File: config.mk
export PLATFORM = sky130hd
export DESIGN_NAME = dag_access_sched
export DESIGN_NICKNAME = d
export VERILOG_FILES = /design/src/rtl/dag_access_sched.sv
export SDC_FILE = /design/constraint.sdc
export NUM_CORES = 1
export LEC_CHECK = 0
export CORE_MARGIN = 4
export CORE_UTILIZATION = 49
export DETAILED_ROUTE_END_ITERATION = 16
export HOLD_SLACK_MARGIN = 0.02
export PLACE_DENSITY = 0.8
export SLEW_MARGIN = 20
export SYNTH_ARGS = -nofsm -noshare
export SYNTH_HDL_FRONTEND = slang
export SYNTH_SLANG_ARGS = --single-unit
File: constraint.sdc
create_clock -name clk -period 5.2 [get_ports clk]
set_input_delay 1.04 -clock clk [delete_from_list [all_inputs] [get_ports clk]]
set_output_delay 1.04 -clock clk [all_outputs]
set_load 0.005 [all_outputs]
File: src/rtl/dag_access_sched.sv
// Shares the DAG address port between single program-sequencer accesses and a
// post-modify burst engine. PS has priority; a starvation guard forces burst slots.
module dag_access_sched #(
  parameter int LEN_W      = 8,
  parameter int STARVE_LIM = 4
) (
  input  logic             clk,
  input  logic             rst_n,
  input  logic             ps_req,
  input  logic             ps_dgsclt,
  input  logic             ps_mdfy,
  input  logic [2:0]       ps_iadd,
  input  logic [2:0]       ps_madd,
  output logic             ps_gnt,
  input  logic             bst_start,
  input  logic             bst_abort,
  input  logic             bst_dgsclt,
  input  logic [2:0]       bst_iadd,
  input  logic [2:0]       bst_madd,
  input  logic [LEN_W-1:0] bst_len,
  output logic             bst_busy,
  output logic [LEN_W-1:0] bst_rem,
  output logic             bst_done,
  output logic             bst_err,
  output logic             dg_en,
  output logic             dg_dgsclt,
  output logic             dg_mdfy,
  output logic [2:0]       dg_iadd,
  output logic [2:0]       dg_madd
);

  localparam int ST_W = $clog2(STARVE_LIM + 1);
  localparam logic [ST_W-1:0] ST_MAX = ST_W'(STARVE_LIM);

  typedef enum logic {IDLE, RUN} state_t;

  state_t          state, state_n;
  logic [LEN_W-1:0] rem_n;
  logic [ST_W-1:0] starve, starve_n;
  logic            lat_dgsclt;
  logic [2:0]      lat_iadd, lat_madd;
  logic            lat_load;
  logic            done_n;
  logic            err_n;
  logic            force_slot;
  logic            ps_win;
  logic            bst_win;

  // Arbitration is purely combinational; the winner's fields register next edge.
  always_comb begin
    force_slot = (state == RUN) && (starve == ST_MAX);
    ps_win     = ps_req && !force_slot;
    bst_win    = (state == RUN) && !ps_win;
    state_n    = state;
    rem_n      = bst_rem;
    starve_n   = starve;
    lat_load   = 1'b0;
    done_n     = 1'b0;
    err_n      = bst_start && ((state == RUN) || (bst_len == '0));
    case (state)
      IDLE: begin
        if (bst_start && (bst_len != '0)) begin
          state_n  = RUN;
          rem_n    = bst_len;
          starve_n = '0;
          lat_load = 1'b1;
        end
      end
      RUN: begin
        if (ps_win) begin
          starve_n = (starve == ST_MAX) ? starve : starve + ST_W'(1);
        end else begin
          starve_n = '0;
          rem_n    = bst_rem - LEN_W'(1);
          if (bst_rem == LEN_W'(1)) begin
            state_n = IDLE;
            done_n  = 1'b1;
          end
        end
        // An abort still lets this cycle's burst word out but suppresses done.
        if (bst_abort) begin
          state_n  = IDLE;
          rem_n    = '0;
          starve_n = '0;
          done_n   = 1'b0;
        end
      end
      default: state_n = IDLE;
    endcase
  end

  assign ps_gnt   = ps_win && rst_n;
  assign bst_busy = (state == RUN);

  always_ff @(posedge clk or negedge rst_n) begin
    if (!rst_n) begin
      state  <= IDLE;
      starve <= '0;
      bst_rem <= '0;
      bst_done <= 1'b0;
      bst_err  <= 1'b0;
    end else begin
      state    <= state_n;
      starve   <= starve_n;
      bst_rem  <= rem_n;
      bst_done <= done_n;
      bst_err  <= err_n;
    end
  end

  // Burst address fields are captured once at start and replayed per word.
  always_ff @(posedge clk or negedge rst_n) begin
    if (!rst_n) begin
      lat_dgsclt <= 1'b0;
      lat_iadd   <= '0;
      lat_madd   <= '0;
    end else if (lat_load) begin
      lat_dgsclt <= bst_dgsclt;
      lat_iadd   <= bst_iadd;
      lat_madd   <= bst_madd;
    end
  end

  // When nobody wins only dg_en drops; the other fields keep the last word.
  always_ff @(posedge clk or negedge rst_n) begin
    if (!rst_n) begin
      dg_en     <= 1'b0;
      dg_dgsclt <= 1'b0;
      dg_mdfy   <= 1'b0;
      dg_iadd   <= '0;
      dg_madd   <= '0;
    end else if (ps_win) begin
      dg_en     <= 1'b1;
      dg_dgsclt <= ps_dgsclt;
      dg_mdfy   <= ps_mdfy;
      dg_iadd   <= ps_iadd;
      dg_madd   <= ps_madd;
    end else if (bst_win) begin
      dg_en     <= 1'b1;
      dg_dgsclt <= lat_dgsclt;
      dg_mdfy   <= 1'b0;
      dg_iadd   <= lat_iadd;
      dg_madd   <= lat_madd;
    end else begin
      dg_en <= 1'b0;
    end
  end

endmodule

## Word level (Yosys, flattened, before mapping)

Index checks and enable logic that the tools add are counted.
Widths: inputs -> output; s select.

| storage, ports and cells | value |
|---|---|
| bits in latches | 0 |
| output and inout bits | 21 |
| bits in writable memories | 0 |
| flip-flop bits (word level) | 30 |
| bits of input ports | 28 |
| memories | 0 |
| logic and storage cells | 64 |
| ROM bits | 0 |

| cells by class | value |
|---|---|
| reductions and logical operators | 14 |
| equal/unequal tests | 5 |
| multiplexer cells | 29 |
| divide/modulo/power cells | 0 |
| $mul | 0 |
| $lt $le $gt $ge | 0 |
| bitwise operators | 1 |
| add/sub/neg operators | 2 |
| shifts and indexed selects | 0 |

Operators by type and width:

| cell | count |
|---|---|
| $mux 3 | 8 |
| $mux 8 | 3 |
| $pmux 8 s2 | 1 |
| $mux 1 | 15 |
| $eq 8x1->1 const B | 1 |
| $logic_not 8->1 | 1 |
| $reduce_bool 8->1 | 1 |
| $sub 8x1->8 const B | 1 |
| $logic_and 1x1->1 | 6 |
| $pmux 3 s2 | 1 |
| $ne 4x4->1 const B | 1 |
| $reduce_and 2->1 | 2 |
| $add 3x1->3 const B | 1 |
| $eq 3x3->1 const B | 1 |
| $ne 3x3->1 const B | 1 |
| $logic_not 1->1 | 2 |
| $ne 2x2->1 const B | 1 |
| $pmux 1 s2 | 1 |
| $reduce_bool 2->1 | 1 |
| $logic_or 1x1->1 | 1 |
| $not 1->1 | 1 |

## Logic depth before layout (Yosys ltp)

Gate-level depths: netlist of run 1.

| logic depth | value |
|---|---|
| depth in word-level cells | 8 |
| depth in mapped cells | 8 |
| depth with buffers taken out | 6 |

## Worst setup path after synthesis of run 1

OpenSTA, ideal clock, no wires.

| path | value |
|---|---|
| path type | input port to flip-flop |
| start point | input port bst_len[2] |
| end point | register bst_rem[0] |
| arrival time | 2338 ps |
| buffers on the path | 1 |
| required time | 5121 ps |
| slack | 2783 ps |
| stages on the path | 5 |
| library setup time | 79 ps |
| path through | or4_4 or3_1 buf_6 nand2_4 mux2i_1 |

| on the way | value |
|---|---|
| word-level cells in the longest chain between the ends | 4 |

Ends and longest elaborated chain:

| element | RTL line | RTL |
|---|---|---|
| from (decl) | 20 | `input logic [LEN_W-1:0] bst_len,` |
| $reduce_bool 8->1 | 62 | `if (bst_start && (bst_len != '0)) begin` |
| $logic_and 1x1->1 | 62 |  |
| $ne 2x2->1 (no source line) | - |  |
| $reduce_and 2->1 (no source line) | - |  |
| to (signal assigned) | 105 | `bst_rem <= rem_n;` |
| to (decl) | 22 | `output logic [LEN_W-1:0] bst_rem,` |

No other way between the ends.
A chain may end at the register's enable or synchronous reset.

## Final worst setup path of run 1

| path | value |
|---|---|
| start point | input port rst_n |
| end point | output port ps_gnt |

| on the way | value |
|---|---|
| word-level cells in the longest chain between the ends | 1 |

Ends and longest elaborated chain:

| element | RTL line | RTL |
|---|---|---|
| from (decl) | 8 | `input logic rst_n,` |
| $logic_and 1x1->1 | 92 | `assign ps_gnt = ps_win && rst_n;` |
| to (decl) | 14 | `output logic ps_gnt,` |

No other way between the ends.

==> results.sh, run 1 <==
export IMPL_gp_congestion=0.847
export IMPL_endpoint_kind="output port"
export IMPL_crit_path_frequent_cell="clkdlybuf4s50_1"
export IMPL_finalSetupViolCount=0
export IMPL_synth_cells=144
export IMPL_p_total_w=0.000713
export IMPL_grt_pass1_vias=1397
export IMPL_clock_sinks=30
export IMPL_yosysSeqAreaShare_pct=48.9
export IMPL_drive_gt1_share_pct=11.9
export IMPL_num_nets_final=224
export IMPL_grt_total_usage_pct=19.8
export IMPL_p_seq_share_pct=45.9
export IMPL_multi_input_area_um2=721
export IMPL_fin_tns_setup_ns=0
export IMPL_r2r_start="bst_busy"
export IMPL_period_share_pct=68.9
export IMPL_status="finished clean"
export IMPL_fmax_mhz=279
export IMPL_finalMaxSlewViolations=0
export IMPL_worstPathMaxFanout=31
export IMPL_clock_root_buffer="clkbuf_4"
export IMPL_power_switching_share_pct=32.7
export IMPL_port_buffers=48
export IMPL_ctsResizeCount=0
export IMPL_cp_startpoint="rst_n"
export IMPL_dieArea_um2=4090
export IMPL_grt_overflow_total=0
export IMPL_antenna_found_initial=0
export IMPL_cp_required_ns=4.16
export IMPL_cts_setup_buffers=0
export IMPL_drc=0
export IMPL_internal_power_w=0.000480
export IMPL_tightest_slew_ns=0.777
export IMPL_drt_iter0_drc=53
export IMPL_ys_seq_elements=30
export IMPL_yosys_warnings=0
export IMPL_hold_ws_ns=0.517
export IMPL_die_w_um=64.0
export IMPL_row_count=20
export IMPL_grt_pass1_wl_mm=6.36
export IMPL_period_minus_slack_ns=3.58
export IMPL_clkPwrFrac_pct=20.9
export IMPL_cts_buffer_depth=2
export IMPL_grt_setup_unrepaired="false"
export IMPL_maxCapViolCount=0
export IMPL_syn_nets=176
export IMPL_insertion_delay_ns=0.34
export IMPL_dpl_hpwl_mm=2.73
export IMPL_grt_max_degree=32
export IMPL_synthArstFlopShare_pct=100
export IMPL_clk_pin_slew_ns=0.09
export IMPL_tritoncts="yes"
export IMPL_slew_headroom_pct=48.2
export IMPL_syn_area_um2=1530
export IMPL_slowest_stage="clkdlybuf4s50_1"
export IMPL_die_h_um=64.0
export IMPL_num_vias=1303
export IMPL_path_cells="clkdlybuf4s50_1, buf_4, and3_1, clkdlybuf4s50_1"
export IMPL_synth_edf_count=0
export IMPL_ant_nets=0
export IMPL_drt_wl_total_mm=3.73
export IMPL_worstHoldPathType="reg2reg"
export IMPL_setup_worst_path_class="in2out"
export IMPL_min_from="dg_mdfy"
export IMPL_syn_to_final_growth_pct=36.9
export IMPL_htree_levels=2
export IMPL_placed_area_um2=2040
export IMPL_core_area_um2=3030
export IMPL_avgSynthCellArea_um2=10.7
export IMPL_worstPathArrival_ns=2.54
export IMPL_vias_per_cell=5.50
export IMPL_cts_hold_buf=0
export IMPL_finalHoldViolCount=0
export IMPL_num_io_pins=49
export IMPL_cts_buffers=5
export IMPL_p_leak_nw=0.884
export IMPL_fillers=256
export IMPL_worst_setup_path_start_kind="input pin"
export IMPL_post_drt_wl_per_cell_um=15.7
export IMPL_cp_slowest_stage_delay_ns=0.49
export IMPL_p_sw_w=0.000233
export IMPL_seq_area_um2=751
export IMPL_yosysUniqueCellTypes=42
export IMPL_clock_skew_ns=0.0132
export IMPL_ys_flop_type="dfrtp_1"
export IMPL_antenna_cells=0
export IMPL_power_density_nw_per_um2=339
export IMPL_start_util_pct=50.7
export IMPL_final_area_um2=2100
export IMPL_share_comb_of_total_power_pct=33.2
export IMPL_dr_pass1_iters=4
export IMPL_ir_drop_uv=197
[stage by stage]
stage	utilization [%]	cells	worst slack (ns)
CTS	69.4	237	1.59
floorplan	-	144	2.78
global route	69.4	237	1.52
detailed placement	67.3	229	1.59
global placement	67.3	229	1.59
finish	69.4	237	1.62
[routing by layer]
layer | wire length [µm] | global-route usage [%] | vias up
met5 | 0 | 0 | -
met1 | 1550 | 24.6 | 648
li1 | - | - | 612
met3 | 163 | 5.10 | 11
met4 | 73 | 8.09 | 0
met2 | 1940 | 32.6 | 32
[state kept, by name (all words and copies together) (netlist names)]
name,flops
bst_busy,1
bst_done,1
bst_err,1
bst_rem,8
dg_dgsclt,1
dg_en,1
dg_iadd,3
dg_madd,3
dg_mdfy,1
lat_dgsclt,1
lat_iadd,3
lat_madd,3
starve,3
[cells in the mapped netlist, drive strengths merged (2+ instances only)]
cell type	instances	share of area, %
o2bb2ai	6	3.4
a21boi	2	1.2
nand2b	2	0.82
nor4	2	0.82
o31ai	2	0.98
or4	2	1.2
mux2i	9	5.9
a21oi	7	2.5
nor2	4	0.98
buf	4	1.6
or3	4	1.6
clkbuf	4	0.98
mux2	8	5.9
nand3	7	2.3
nand2	12	3.4
nor3	3	0.98
inv	5	1.2
o21ai	10	3.3
dfrtp	30	49
and2	3	1.2
ha	4	3.3
[cell usage in the layout, fill, tap and decap left out, drive strengths merged, types with 2 or more instances in the layout]
master         synthesis  final
clkdlybuf4s50          0     48
a21boi                 2      2
nand3                  7      7
nor4                   2      2
nor3                   3      3
mux2                   8      8
inv                    5      5
o21ai                 10     10
clkbuf                 4      6
or3                    4      4
a21oi                  7      7
clkinv                 1      2
nor2                   4      4
nand2b                 2      2
o2bb2ai                6      6
ha                     4      4
dfrtp                 30     30
and2                   3      3
o31ai                  2      2
nand2                 12     12
mux2i                  9      9
or4                    2      2
[critical path: cells and delay by family]
| kind | cells | cell delay (ns) |
|---|---|---|
| AND/OR/NAND/NOR | 1 | 0.21 |
| buffers and inverters | 3 | 1.28 |
[power groups by stage]
stage	clock network [W]	registers (W)	logic, W
after CTS	0.000153	0.000326	0.000239
after floorplan	0	0.000316	0.000124
after detailed placement	0	0.000331	0.000237
after global routing	0.000164	0.000334	0.000262
after global placement	0	0.000327	0.000232
final	0.000149	0.000327	0.000237
[area by class of cell]
| type | instances | share of cell area [%] |
|---|---|---|
| Timing Repair Buffer | 49 | 23.2 |
| Clock inverter | 2 | 0.596 |
| Tap cell | 44 | 2.62 |
| Sequential cell | 30 | 35.7 |
| Inverter | 6 | 1.07 |
| Multi-Input combinational cell | 100 | 34.3 |
| Clock buffer | 6 | 2.44 |
[final timing paths]
path	endpoint	slack (ns)	cells after the start
worst max-delay path	ps_gnt	1.62	4
worst min-delay path	dg_mdfy	0.52	2
worst max register to register	bst_rem[1]	2.82	4
worst min register to register	dg_mdfy	0.52	2
max in group asynchronous	bst_rem[0]	3.84	2
min in group asynchronous	bst_rem[5]	1.07	2
[cells by family (layout without fill, tap and decap cells)]
logic type	after synthesis	count (layout)	synth area share, %
compound gates	35	35	16.0
fa+ha+maj	4	4	3.26
buf+inv	14	63	4.08
flops	30	30	48.9
mux	17	17	11.7
simple gates	44	44	16.0
Note: power is estimated with default switching activity, not from simulation.
==> run 2, diff against run 1 <==
--- a/config.mk
+++ b/config.mk
@@ -6,10 +6,10 @@
 export NUM_CORES = 1
 export LEC_CHECK = 0
 export CORE_MARGIN = 4
-export CORE_UTILIZATION = 49
+export CORE_UTILIZATION = 46
 export DETAILED_ROUTE_END_ITERATION = 16
 export HOLD_SLACK_MARGIN = 0.02
-export PLACE_DENSITY = 0.8
+export PLACE_DENSITY = 0.76
 export SLEW_MARGIN = 20
 export SYNTH_ARGS = -nofsm -noshare
 export SYNTH_HDL_FRONTEND = slang
==> constraint.sdc (replaced) <==
create_clock -name clk -period 3.3 [get_ports clk]
set_input_delay 0.66 -clock clk [delete_from_list [all_inputs] [get_ports clk]]
set_output_delay 0.66 -clock clk [all_outputs]
set_load 0.005 [all_outputs]
==> results.sh, run 2 (same netlist as run 1, synthesis figures left out) <==
export IMPL_status="finished clean"
export IMPL_cp_required_ns=2.64
export IMPL_slew_headroom_pct=55.3
export IMPL_vias_per_cell=5.42
export IMPL_gp_congestion=0.878
export IMPL_fmax_mhz=395
export IMPL_tightest_slew_ns=0.668
export IMPL_r2r_slack_ns=1.42
export IMPL_whs_path_depth=1
export IMPL_grt_setup_unrepaired="false"
export IMPL_rr_worst_depth=4
export IMPL_dpl_hpwl_mm=2.77
export IMPL_min_to="lat_iadd[1]"
export IMPL_syn_to_final_growth_pct=38.8
export IMPL_clock_sinks=30
export IMPL_num_nets_final=226
export IMPL_antenna_found_initial=0
export IMPL_row_count=20
export IMPL_hold_ws_ns=0.517
export IMPL_mostFrequentLayoutCell="clkdlybuf4s50_1"
export IMPL_worst_setup_path_start_kind="input pin"
export IMPL_die_h_um=65.7
export IMPL_grt_total_usage_pct=19.6
export IMPL_largest_register="bst_rem"
export IMPL_grt_util_met1_pct=24.8
export IMPL_num_io_pins=49
export IMPL_worstPathMaxFanout=5
export IMPL_worstHoldPathType="reg2reg"
export IMPL_seq_area_um2=751
export IMPL_cts_buffers=5
export IMPL_final_cell_mix="clkdlybuf4s50_1 (48), dfrtp_1 (30), nand2_1 (11)"
export IMPL_grt_pass1_vias=1333
export IMPL_period_share_pct=76.7
export IMPL_min_from="lat_iadd[1]"
export IMPL_clock_root_buffer="clkbuf_4"
export IMPL_ant_nets=0
export IMPL_setup_worst_path_class="in2out"
export IMPL_grt_pass1_wl_mm=6.43
export IMPL_grt_max_degree=31
export IMPL_num_vias=1295
export IMPL_port_buffers=48
export IMPL_use_met2_pct=30.7
export IMPL_power_density_nw_per_um2=557
export IMPL_fin_cells=239
export IMPL_drt_wl_total_mm=3.85
export IMPL_dpl_cell_count=231
export IMPL_finalSetupViolCount=0
export IMPL_period_minus_slack_ns=2.53
export IMPL_insertion_delay_ns=0.34
export IMPL_clock_skew_ns=0.00546
export IMPL_drive_gt1_share_pct=12.8
export IMPL_fin_tns_setup_ns=0
export IMPL_htree_levels=2
export IMPL_worstPathArrival_ns=1.87
export IMPL_r2r_start="bst_rem[4]"
export IMPL_drc=0
export IMPL_dieArea_um2=4320
export IMPL_ctsResizeCount=0
export IMPL_cts_hold_buf=0
export IMPL_core_area_um2=3130
export IMPL_tritoncts="yes"
export IMPL_cts_buffer_depth=2
export IMPL_finalHoldViolCount=0
export IMPL_p_total_w=0.00119
export IMPL_dr_pass1_iters=4
export IMPL_multi_input_area_um2=721
export IMPL_largest_register_ffs=8
export IMPL_ir_drop_uv=349
export IMPL_drt_iter0_drc=68
export IMPL_cts_setup_buffers=0
export IMPL_r2r_end="bst_done"
export IMPL_post_drt_wl_per_cell_um=16.1
export IMPL_maxCapViolCount=0
export IMPL_finalMaxSlewViolations=0
export IMPL_grt_overflow_total=0
export IMPL_clk_pin_slew_ns=0.09
export IMPL_start_util_pct=49.0
export IMPL_endpoint_kind="output port"
export IMPL_antenna_cells=0
export IMPL_p_leak_nw=0.905
export IMPL_final_util_pct=68.1
export IMPL_die_w_um=65.7
export IMPL_busiest_layer="met2"
export IMPL_fillers=226
export IMPL_use_met3_pct=5.81
[run 2: cell count changes in the layout (fill, tap and decap cells not counted), sizes merged]
cell,before,now
buf,1,3
bufinv,0,1
clkbuf,6,5
clkinv,2,3
clkinvlp,1,0
[run 2: worst max path at each step]
stage | from | to | slack (ns) | cells past startpoint
floorplan | bst_len[2] | bst_rem[0] | 1.26 | 5
global placement | bst_len[2] | bst_rem[1] | 0.67 | 5
detailed placement | bst_len[2] | bst_rem[0] | 0.61 | 5
CTS | ps_req | ps_gnt | 0.77 | 3
global route | ps_req | ps_gnt | 0.71 | 3
finish | ps_req | ps_gnt | 0.77 | 3
[run 2: layout make-up]
cell class                      count  area share (%)
Clock buffer                        5            1.76
Tap cell                           44            2.59
Multi-Input combinational cell    100            33.8
Timing Repair Buffer               51            23.6
Sequential cell                    30            35.3
Clock inverter                      3            1.88
Inverter                            6            1.06
[run 2: metrics by stage]
step                instance area [µm²]  setup slack (ns)
floorplan                          1530              1.26
global placement                   2050             0.669
detailed placement                 2050             0.613
CTS                                2130             0.774
global route                       2130             0.710
finish                             2130             0.769
[run 2: routing by layer]
layer  wire length (µm)  vias to the layer above  share of wire [%]
li1                   -                      624                  -
met1               1650                      607                 43
met2               1850                       53                 48
met3                264                       11                6.9
met4                 80                        0                2.1
met5                  0                        -                  0
[run 2: report_power, final]
group / internal, W / switching [W] / total (W)
Clock: 0.000157 / 0.000139 / 0.000295
Sequential: 0.000441 / 0.0000571 / 0.000498
Combinational: 0.000218 / 0.000176 / 0.000394
[run 2: worst max-delay path, cell delays in order]
cell             delay (ns)
clkdlybuf4s50_1        0.54
and3_1                 0.17
clkdlybuf4s50_1        0.50
==> run 3, diff against run 2 <==
==> constraint.sdc (replaced) <==
create_clock -name clk -period 2.64 [get_ports clk]
set_input_delay 0.528 -clock clk [delete_from_list [all_inputs] [get_ports clk]]
set_output_delay 0.528 -clock clk [all_outputs]
set_load 0.005 [all_outputs]
==> results.sh, run 3 (same netlist as run 1, synthesis figures left out) <==
export IMPL_grt_pass1_wl_mm=6.00
export IMPL_worstHoldPathType="reg2reg"
export IMPL_cts_buffer_depth=2
export IMPL_ir_drop_uv=380
export IMPL_clock_skew_ns=0.00966
export IMPL_tritoncts="yes"
export IMPL_clock_root_buffer="clkbuf_4"
export IMPL_slowest_stage="clkdlybuf4s50_1"
export IMPL_cts_buffers=5
export IMPL_core_area_um2=3130
export IMPL_grt_overflow_total=0
export IMPL_dr_pass1_iters=4
export IMPL_antenna_found_initial=0
export IMPL_status="finished clean"
export IMPL_post_drt_wl_per_cell_um=15.1
export IMPL_maxCapViolCount=0
export IMPL_final_cell_mix="clkdlybuf4s50_1 (48), dfrtp_1 (30), nand2_1 (11)"
export IMPL_dieArea_um2=4320
export IMPL_tightest_slew_ns=0.636
export IMPL_final_util_pct=67.6
export IMPL_die_w_um=65.7
export IMPL_clock_sinks=30
export IMPL_clk_pin_slew_ns=0.10
export IMPL_die_h_um=65.7
export IMPL_row_count=20
export IMPL_fin_cells=239
export IMPL_cp_required_ns=2.11
export IMPL_fmax_mhz=429
export IMPL_period_share_pct=88.3
export IMPL_p_leak_nw=0.894
export IMPL_drive_gt1_share_pct=12.8
export IMPL_worst_setup_path_start_kind="flip-flop"
export IMPL_finalMaxSlewViolations=0
export IMPL_largest_register="bst_rem"
export IMPL_drc=0
export IMPL_fin_tns_setup_ns=0
export IMPL_gp_congestion=0.857
export IMPL_vias_per_cell=5.48
export IMPL_insertion_delay_ns=0.34
export IMPL_final_area_um2=2120
export IMPL_grt_total_usage_pct=18.5
export IMPL_ctsResizeCount=0
export IMPL_grt_pass1_vias=1279
export IMPL_power_density_nw_per_um2=662
export IMPL_path_cells="inv_1, ha_1, nand3_1, and3_1, clkdlybuf4s50_1"
export IMPL_dpl_hpwl_mm=2.72
export IMPL_cts_setup_buffers=0
export IMPL_num_io_pins=49
export IMPL_setup_worst_path_class="reg2out"
export IMPL_grt_setup_unrepaired="false"
export IMPL_largest_register_ffs=8
export IMPL_antenna_cells=0
export IMPL_drt_iter0_drc=62
export IMPL_busiest_layer="met2"
export IMPL_grt_util_met1_pct=23.6
export IMPL_worstPathMaxFanout=4
export IMPL_port_buffers=48
export IMPL_num_vias=1310
export IMPL_num_nets_final=226
export IMPL_endpoint_kind="output port"
export IMPL_start_util_pct=49.0
export IMPL_use_met2_pct=28.3
export IMPL_dpl_cell_count=231
export IMPL_placed_area_um2=2050
export IMPL_grt_max_degree=31
export IMPL_finalSetupViolCount=0
export IMPL_drt_wl_total_mm=3.61
export IMPL_cp_slowest_stage_delay_ns=0.49
export IMPL_ant_nets=0
export IMPL_syn_to_final_growth_pct=37.9
export IMPL_use_met3_pct=6.32
export IMPL_fillers=253
export IMPL_period_minus_slack_ns=2.33
export IMPL_mostFrequentLayoutCell="clkdlybuf4s50_1"
export IMPL_finalHoldViolCount=0
export IMPL_htree_levels=2
export IMPL_worstPathArrival_ns=1.80
export IMPL_slew_headroom_pct=57.4
export IMPL_cts_hold_buf=0
-- run 3: cell types whose count changed in the layout (fill, tap and decap cells not counted) --
| cell | before | now |
|---|---|---|
| bufinv_16 | 1 | 0 |
| clkbuf_8 | 0 | 1 |
| clkinv_2 | 2 | 1 |
| clkinvlp_4 | 0 | 1 |
-- run 3: critical path: cells and delay by family (launching register included) --
kind | cells | cell delay, ns
and+or+nand+nor | 2 | 0.31
buffers and inverters | 2 | 0.55
DFF | 1 | 0.41
adders and majority gates | 1 | 0.19
-- run 3: worst paths after layout --
path                            start  slack (ns)  depth (start not counted)          to
max in group asynchronous       rst_n        1.75                          2  dg_iadd[1]
setup reg to reg            starve[0]        0.78                          6    bst_done
min in group asynchronous       rst_n        0.60                          2   starve[0]
hold / removal             bst_rem[5]        0.51                          1  bst_rem[5]
hold reg to reg            bst_rem[5]        0.51                          1  bst_rem[5]
setup / recovery            starve[0]        0.31                          5      ps_gnt
-- run 3: layer usage --
metal  part of all wire [%]  routed length, µm  up-vias
li1                       -                  -      620
met1                     43               1560      634
met2                     48               1750       48
met3                    6.4                231        8
met4                    2.2                 78        0
met5                      0                  0        -
-- run 3: area by class of cell --
cell class / instances / area, µm² / area share, %
flip-flops and latches: 30 / 751 / 35.5
multi-input cells: 100 / 721 / 34.1
repair buffers: 51 / 503 / 23.8
well taps: 44 / 55.1 / 2.60
clock buffers: 6 / 51.3 / 2.42
inverters: 6 / 22.5 / 1.06
clock inverters: 2 / 12.5 / 0.591
-- run 3: report_power, final --
part / leakage, nW / switching, W / internal (W) / total (W)
Combinational: 0.491 / 0.000206 / 0.000272 / 0.000478
Clock: 0.0343 / 0.000165 / 0.000128 / 0.000293
Sequential: 0.370 / 0.0000788 / 0.000552 / 0.000630
Total: 0.894 / 0.000450 / 0.000951 / 0.00140
-- run 3: through the flow --
stage / power, W / hold WS (ns) / worst slack, ns
after floorplan: 0.000869 / 0.232 / 0.735
after global placement: 0.00111 / 0.489 / 0.142
after detailed placement: 0.00112 / 0.500 / 0.109
after CTS: 0.00142 / 0.524 / 0.280
after global routing: 0.00150 / 0.536 / 0.175
final: 0.00140 / 0.514 / 0.309
